--- config.mk ---
export PLATFORM = sky130hd
export DESIGN_NAME = alu_seq
export DESIGN_NICKNAME = d
export VERILOG_FILES = /design/src/rtl/alu_pkg.sv /design/src/rtl/alu_seq_multdiv.sv /design/src/rtl/alu_seq.sv
export SDC_FILE = /design/constraint.sdc
export NUM_CORES = 1
export LEC_CHECK = 0
export BUFFER_PORTS_ARGS = -buffer_cell sky130_fd_sc_hd__buf_2
export CAP_MARGIN = 30
export CORE_MARGIN = 2
export CORE_UTILIZATION = 50
export DETAILED_ROUTE_END_ITERATION = 8
export PLACE_DENSITY = 0.67
export SLEW_MARGIN = 10
export SYNTH_ARGS = -nofsm -noshare
export SYNTH_HDL_FRONTEND = slang
export SYNTH_HIERARCHICAL = 1
export SYNTH_SLANG_ARGS = --single-unit
--- constraint.sdc ---
create_clock -name clock -period 6.9 [get_ports clock]
set_clock_uncertainty 0.15 [all_clocks]
set_input_delay 0.345 -clock clock [delete_from_list [all_inputs] [get_ports clock]]
set_output_delay 0.345 -clock clock [all_outputs]
set_load 0.01 [all_outputs]
--- src/rtl/alu_pkg.sv ---
// alu_pkg: opcodes, FSM states and exception causes shared by the
// sequential ALU and its iterative multiply/divide unit.
package alu_pkg;

  localparam logic [4:0] OP_ADD = 5'b00000;
  localparam logic [4:0] OP_SUB = 5'b00001;
  localparam logic [4:0] OP_AND = 5'b00010;
  localparam logic [4:0] OP_OR  = 5'b00011;
  localparam logic [4:0] OP_SLL = 5'b00100;
  localparam logic [4:0] OP_SRA = 5'b00101;
  localparam logic [4:0] OP_MUL = 5'b00110;
  localparam logic [4:0] OP_DIV = 5'b00111;

  typedef enum logic [1:0] {
    S_IDLE = 2'd0,
    S_BUSY = 2'd1,
    S_DONE = 2'd2
  } state_e;

  typedef enum logic [1:0] {
    EXC_NONE    = 2'd0,
    EXC_OVF     = 2'd1,
    EXC_DIV0    = 2'd2,
    EXC_ILLEGAL = 2'd3
  } exc_e;

endpackage

--- src/rtl/alu_seq_multdiv.sv ---
// multdiv_iter: one-bit-per-cycle shift-add multiply and restoring
// divide on magnitudes; sign fix-up is folded into the final cycle.
module multdiv_iter #(
  parameter int WIDTH = 32
) (
  input  logic             clock,
  input  logic             reset_n,
  input  logic             start,
  input  logic             is_div,
  input  logic [WIDTH-1:0] op_a,
  input  logic [WIDTH-1:0] op_b,
  output logic             done,
  output logic [WIDTH-1:0] result,
  output logic             exception
);
  localparam int CW = $clog2(WIDTH);

  logic               busy_q, div_q, neg_q, bz_q;
  logic [CW-1:0]      cnt_q;
  logic [WIDTH-1:0]   opnd_q;
  logic [2*WIDTH-1:0] acc_q, acc_d;
  logic [WIDTH-1:0]   ma, mb, hi, lo, mag;
  logic [WIDTH:0]     msum, trial;
  logic               p_hi_z;

  assign ma = op_a[WIDTH-1] ? -op_a : op_a;
  assign mb = op_b[WIDTH-1] ? -op_b : op_b;
  assign {hi, lo} = acc_q;

  assign msum  = {1'b0, hi}
               + (lo[0] ? {1'b0, opnd_q} : '0);
  assign trial = {hi, lo[WIDTH-1]}
               - {1'b0, opnd_q};

  // div: {remainder, quotient}; mul: {partial product, multiplier}
  always_comb begin
    acc_d = {msum, lo[WIDTH-1:1]};
    if (div_q) begin
      if (trial[WIDTH])
        acc_d = {hi[WIDTH-2:0], lo, 1'b0};
      else
        acc_d = {trial[WIDTH-1:0],
                 lo[WIDTH-2:0], 1'b1};
    end
  end

  assign done   = busy_q && (cnt_q == CW'(WIDTH - 1));
  assign mag    = acc_d[WIDTH-1:0];
  assign p_hi_z = ~|acc_d[2*WIDTH-1:WIDTH];

  always_comb begin
    result    = neg_q ? -mag : mag;
    exception = 1'b0;
    if (div_q) begin
      exception = bz_q | (~neg_q & mag[WIDTH-1]);
      if (bz_q) result = '0;
    end else if (!p_hi_z) begin
      exception = 1'b1;
    end else if (neg_q) begin
      exception = mag[WIDTH-1] & (|mag[WIDTH-2:0]);
    end else begin
      exception = mag[WIDTH-1];
    end
  end

  always_ff @(posedge clock or negedge reset_n) begin
    if (!reset_n) begin
      busy_q <= 1'b0;
      div_q  <= 1'b0;
      neg_q  <= 1'b0;
      bz_q   <= 1'b0;
      cnt_q  <= '0;
      opnd_q <= '0;
      acc_q  <= '0;
    end else if (start) begin
      busy_q <= 1'b1;
      div_q  <= is_div;
      neg_q  <= op_a[WIDTH-1] ^ op_b[WIDTH-1];
      bz_q   <= ~|op_b;
      cnt_q  <= '0;
      opnd_q <= is_div ? mb : ma;
      acc_q  <= {{WIDTH{1'b0}}, is_div ? ma : mb};
    end else if (busy_q) begin
      acc_q <= acc_d;
      cnt_q <= cnt_q + 1'b1;
      if (done) busy_q <= 1'b0;
    end
  end

endmodule

--- src/rtl/alu_seq.sv ---
// alu_seq: registered multicycle ALU with valid/ready handshakes.
// Single-cycle ops finish in one cycle; MUL/DIV run in multdiv_iter.
module alu_seq #(
  parameter int  WIDTH = 32,
  localparam int SHW   = $clog2(WIDTH)
) (
  input  logic             clock,
  input  logic             reset_n,
  input  logic             in_valid,
  output logic             in_ready,
  input  logic [4:0]       ctrl_ALUopcode,
  input  logic [SHW-1:0]   ctrl_shiftamt,
  input  logic [WIDTH-1:0] data_operandA,
  input  logic [WIDTH-1:0] data_operandB,
  output logic             out_valid,
  input  logic             out_ready,
  output logic [WIDTH-1:0] data_result,
  output logic             data_exception,
  output logic             isNotEqual,
  output logic             isLessThan
);
  import alu_pkg::*;

  state_e           state_q, state_d;
  exc_e             cause_q, alu_cause;
  logic [WIDTH-1:0] result_q, alu_res, add_r, sub_r, md_res;
  logic             ne_q, lt_q, ne_p_q, lt_p_q, div0_p_q;
  logic             add_ovf, sub_ovf, ne, lt, is_md;
  logic             accept, md_start, load_alu, load_md;
  logic             md_done, md_exc;

  assign add_r = data_operandA + data_operandB;
  assign sub_r = data_operandA - data_operandB;
  assign add_ovf =
    (data_operandA[WIDTH-1] == data_operandB[WIDTH-1])
    && (add_r[WIDTH-1] != data_operandA[WIDTH-1]);
  assign sub_ovf =
    (data_operandA[WIDTH-1] != data_operandB[WIDTH-1])
    && (sub_r[WIDTH-1] != data_operandA[WIDTH-1]);
  assign ne = |(data_operandA ^ data_operandB);
  assign lt = sub_r[WIDTH-1] ^ sub_ovf;

  always_comb begin
    alu_res   = '0;
    alu_cause = EXC_ILLEGAL;
    is_md     = 1'b0;
    unique case (ctrl_ALUopcode)
      OP_ADD: begin
        alu_res   = add_r;
        alu_cause = add_ovf ? EXC_OVF : EXC_NONE;
      end
      OP_SUB: begin
        alu_res   = sub_r;
        alu_cause = sub_ovf ? EXC_OVF : EXC_NONE;
      end
      OP_AND: begin
        alu_res   = data_operandA & data_operandB;
        alu_cause = EXC_NONE;
      end
      OP_OR: begin
        alu_res   = data_operandA | data_operandB;
        alu_cause = EXC_NONE;
      end
      OP_SLL: begin
        alu_res   = data_operandA << ctrl_shiftamt;
        alu_cause = EXC_NONE;
      end
      OP_SRA: begin
        alu_res   = $signed(data_operandA)
                    >>> ctrl_shiftamt;
        alu_cause = EXC_NONE;
      end
      OP_MUL, OP_DIV: begin
        alu_cause = EXC_NONE;
        is_md     = 1'b1;
      end
      default: ;
    endcase
  end

  always_comb begin
    state_d  = state_q;
    accept   = 1'b0;
    md_start = 1'b0;
    load_alu = 1'b0;
    load_md  = 1'b0;
    unique case (state_q)
      S_IDLE: if (in_valid) begin
        accept = 1'b1;
        if (is_md) begin
          md_start = 1'b1;
          state_d  = S_BUSY;
        end else begin
          load_alu = 1'b1;
          state_d  = S_DONE;
        end
      end
      S_BUSY: if (md_done) begin
        load_md = 1'b1;
        state_d = S_DONE;
      end
      S_DONE: if (out_ready) state_d = S_IDLE;
      default: state_d = S_IDLE;
    endcase
  end

  multdiv_iter #(.WIDTH(WIDTH)) u_md (
    .clock     (clock),
    .reset_n   (reset_n),
    .start     (md_start),
    .is_div    (ctrl_ALUopcode == OP_DIV),
    .op_a      (data_operandA),
    .op_b      (data_operandB),
    .done      (md_done),
    .result    (md_res),
    .exception (md_exc)
  );

  // flags of a MUL/DIV are held until its result lands
  always_ff @(posedge clock or negedge reset_n) begin
    if (!reset_n) begin
      state_q  <= S_IDLE;
      cause_q  <= EXC_NONE;
      result_q <= '0;
      ne_q     <= 1'b0;
      lt_q     <= 1'b0;
      ne_p_q   <= 1'b0;
      lt_p_q   <= 1'b0;
      div0_p_q <= 1'b0;
    end else begin
      state_q <= state_d;
      if (accept) begin
        ne_p_q   <= ne;
        lt_p_q   <= lt;
        div0_p_q <= (ctrl_ALUopcode == OP_DIV)
                    && ~|data_operandB;
      end
      if (load_alu) begin
        result_q <= alu_res;
        cause_q  <= alu_cause;
        ne_q     <= ne;
        lt_q     <= lt;
      end else if (load_md) begin
        result_q <= md_res;
        cause_q  <= !md_exc  ? EXC_NONE :
                    div0_p_q ? EXC_DIV0 : EXC_OVF;
        ne_q     <= ne_p_q;
        lt_q     <= lt_p_q;
      end
    end
  end

  assign in_ready       = (state_q == S_IDLE);
  assign out_valid      = (state_q == S_DONE);
  assign data_result    = result_q;
  assign data_exception = (cause_q != EXC_NONE);
  assign isNotEqual     = ne_q;
  assign isLessThan     = lt_q;

endmodule
==> flow_metrics.py <==
metrics = {
    "final_layout": {
        "nets": 3355,
        "multi_input_area_sq_um": 17480,
        "fill_cells": 4376,
        "drive_above_1_share_pct": 9.981,
        "area_delta_synth_final_pct": 6.967,
        "seq_area_sq_um": 3661,
    },
    "power": {
        "switchingPower_w": 0.005473,
        "vdd_ir_drop_max_mv": 0.4636,
        "p_int_w": 0.004362,
        "total_power_w": 0.009835,
        "clkPwrFrac_pct": 10.6,
        "power_frac_seq_pct": 16.7,
        "power_density_nw_per_um2": 406.7,
        "combPwrFrac_pct": 72.7,
        "sw_frac_of_total_pct": 55.65,
        "p_leak_nw": 9.993,
    },
    "grt": {
        "grt_pass1_vias": 23150,
        "grt_pass1_wl_um": 153400,
        "gr-usage-all-layers_pct": 43.73,
        "grt_overflow": 0,
        "antenna_found_initial": 7,
        "grt_max_degree": 168,
    },
    "yosys": {
        "synth.distinct_cells": 95,
        "postSynthAreaPerCell_sq_um": 7.258,
        "synth_top_cell_area_share_pct": 16.16,
        "synth_nets": 3377,
        "synth_common_cells": "nand2_1, o21ai_0, nor2_1",
        "synthMostInstantiatedCell": "nand2_1",
        "ys_seq_area_share_pct": 16.16,
        "synth_flop_cell": "dfrtp_1",
        "async_flop_share_pct": 100.0,
        "synth.area.top_cells": "dfrtp_1, ha_1, o21ai_0, nand2_1, a21oi_1",
        "synth_edf_count": 0,
        "syn_inst": 3115,
        "yosys_register_bits": 146,
        "ys_warn_count": 6,
        "netlist_area_sq_um": 22610,
        "synth_top_cell_by_area": "dfrtp_1",
    },
    "cts": {
        "clock-root-buffer": "clkbuf_16",
        "htreeDepth": 4,
        "clock_path_buffers": 2,
        "cts_tree": "yes",
        "cts_sinks": 146,
        "clkLatencyLatePin_ps": 480,
        "cts_inserted_buffers": 17,
        "clkTransAtPathRegs_ps": 80,
    },
    "placed_design": {
        "detailed_place_hpwl_um": 79960,
        "buffer_ports.inserted": 114,
        "place_ws_ps": 572.8,
        "routabilityCongestion": 1.082,
    },
    "die": {
        "start_util_pct": 50.91,
        "std_cell_rows": 77,
        "io_pins": 115,
        "core-area_sq_um": 44410,
        "die_w_um": 216.6,
        "dieArea_sq_um": 46940,
        "dieHeight_um": 216.6,
    },
    "setup_path": {
        "path_cells": "ha_1 > nand4_2 > a211oi_2 > nand3_1 > a2111oi_4 > o21ai_1 > nand2_2 > nor2_1 > a21oi_1 > ha_1 > nand3b_1 > nor3_1 > nand3_1 > or4_1 > a2111oi_0 > and4_1 > nand4_1 > nor4_2 > a31oi_1 > a31oi_1 > nor4_1 > a221o_1",
        "r2r-end": "cause_q[0]$_DFFE_PN0P_",
        "cp_max_fo": 9,
        "max_stage_delay_ps": 570,
        "arrival_ps": 6720,
        "cp-endpoint": "cause_q[0]$_DFFE_PN0P_",
        "r2r_start": "u_md/acc_q[42]$_DFFE_PN0P_",
        "required_ps": 7130,
        "crit_start": "u_md/acc_q[42]$_DFFE_PN0P_",
        "worstSetupEndpointType": "register",
        "reg2reg_depth": 22,
        "r2r_slack_ps": 410,
        "worstSetupPathType": "register to register",
        "start_kind": "register",
        "cp_slowest_cell": "a2111oi_4",
    },
    "route": {
        "vias_per_cell": 6.977,
        "via_count": 25840,
        "drtIter0Drc": 4265,
        "first_pass_iters": 6,
        "post-route-drc-count": 0,
        "wirelength_um": 104700,
        "postRouteAntennaNets": 0,
        "post_drt_wl_per_cell_um": 28.27,
    },
    "timing": {
        "setup_slack_ps": 409.3,
        "rsz0062_at_grt": "false",
        "maxSlewViolCount": 0,
        "relSlewSlack_pct": 17.82,
        "tightest_slew_ps": 1233,
        "finalHoldViolCount": 0,
        "setup_viol": 0,
        "fin_crit_sh_pct": 94.07,
        "finalWorstPathRequiredPeriod_ps": 6491,
        "fmax_mhz": 154.1,
        "finalSetupTns_ps": 0,
    },
    "outcome": {
        "status": "completed",
    },
    "run": {
        "cap_violations": 0,
    },
    "min_path": {
        "hold_path_class": "input port to register",
        "hold_depth": 4,
    },
}
==> how the worst min path moves through the flow <==
stage                  startpoint                          end  slack, ps
6_report        ctrl_ALUopcode[2]  data_result[28]$_DFFE_PN0P_        160
5_1_grt         ctrl_ALUopcode[2]  data_result[28]$_DFFE_PN0P_        160
4_1_cts         ctrl_ALUopcode[2]  data_result[28]$_DFFE_PN0P_        130
3_5_place_dp   lt_p_q$_DFFE_PN0P_           lt_p_q$_DFFE_PN0P_        340
3_3_place_gp   lt_p_q$_DFFE_PN0P_           lt_p_q$_DFFE_PN0P_        310
2_1_floorplan             reset_n       cause_q[0]$_DFFE_PN0P_       -100
==> cell usage in the layout, fill, tap and decap left out, drive strengths merged, types with 11 or more instances in the layout <==
| cell type | netlist | final |
|---|---|---|
| a2111oi | 15 | 15 |
| a211oi | 50 | 50 |
| a21o | 46 | 46 |
| a21oi | 246 | 246 |
| a221oi | 26 | 26 |
| a311oi | 21 | 21 |
| a31oi | 31 | 31 |
| and2 | 42 | 42 |
| and3 | 13 | 13 |
| buf | 79 | 165 |
| clkbuf | 130 | 19 |
| dfrtp | 146 | 146 |
| ha | 179 | 179 |
| inv | 163 | 171 |
| mux2 | 14 | 14 |
| mux2i | 106 | 106 |
| mux4 | 42 | 42 |
| nand2 | 383 | 383 |
| nand2b | 36 | 36 |
| nand3 | 51 | 51 |
| nand4 | 25 | 25 |
| nor2 | 295 | 295 |
| nor2b | 24 | 24 |
| nor3 | 72 | 72 |
| nor4 | 27 | 27 |
| o211ai | 73 | 73 |
| o21a | 17 | 17 |
| o21ai | 349 | 349 |
| o21bai | 14 | 14 |
| o31ai | 35 | 35 |
| o41ai | 17 | 17 |
| or2 | 11 | 11 |
| or3 | 27 | 27 |
| or4 | 13 | 13 |
| xnor2 | 101 | 101 |
| xor2 | 61 | 61 |
==> metal layers <==
layer	vias to the layer above	global-route usage, %	share of wire [%]
met5	-	0	0.026
met4	4	14.84	3.7
met3	238	12.73	14
met2	1837	59.24	39
met1	12490	65.11	43
li1	11270	-	-
==> metrics by stage <==
stage | instances | cell area (sq um) | utilization, % | hold slack [ps]
floorplan | 3115 | 22610 | - | -100.6
global placement | 3658 | 23440 | 52.77 | 314.2
detailed placement | 3658 | 23440 | 52.77 | 335.9
CTS | 3692 | 24080 | 54.21 | 130.8
global route | 3701 | 24180 | 54.44 | 164.4
finish | 3703 | 24180 | 54.45 | 157.0
==> timing repair <==
item                                    in CTS  in global routing
hold buffers                                 2                  0
endpoints found under the setup margin       0                  1
setup buffers                                0                  1
endpoints found under the hold margin       91                  0
resized for setup                            0                  0
==> flip-flops by register name, summed over array words and instances, names as in the netlist, 2 cells and up <==
name / cells
u_md/acc_q: 64
data_result: 32
u_md/opnd_q: 32
u_md/cnt_q: 5
cause_q: 2
state_q: 2
==> critical path, delay by kind of cell (launching register included) <==
family          cells  cell delay [ps]
simple gates       12             2760
flops               1              460
fa+ha+maj           2              710
compound gates      8             2320
==> cell families after synthesis <==
| group | after synthesis | share of synthesized area [%] |
|---|---|---|
| and+or+nand+nor | 1039 | 20.97 |
| DFF | 146 | 16.16 |
| xor gates and xnor gates | 162 | 6.276 |
| AOI/OAI and AO/OA | 1049 | 29.97 |
| muxes | 162 | 9.574 |
| buffers and inverters | 373 | 6.696 |
| adders and majority gates | 184 | 10.35 |
==> power by group through the flow <==
stage	clock network (W)	logic, W	registers, W
after floorplan	0	0.00493	0.00148
after global placement	0	0.00679	0.00161
after detailed placement	0	0.00682	0.00164
after CTS	0.00105	0.00688	0.00162
after global routing	0.00108	0.00770	0.00169
final	0.00104	0.00715	0.00165
==> cell type report <==
| class | count | share of cell area (%) |
|---|---|---|
| Inverter | 164 | 2.545 |
| Timing Repair Buffer | 168 | 4.361 |
| Antenna cell | 5 | 0.05174 |
| Clock buffer | 18 | 1.775 |
| Multi-Input combinational cell | 2596 | 72.28 |
| Sequential cell | 146 | 15.14 |
| Tap cell | 592 | 3.063 |
| Clock inverter | 14 | 0.7864 |
Note: power is estimated with default switching activity, not from simulation.
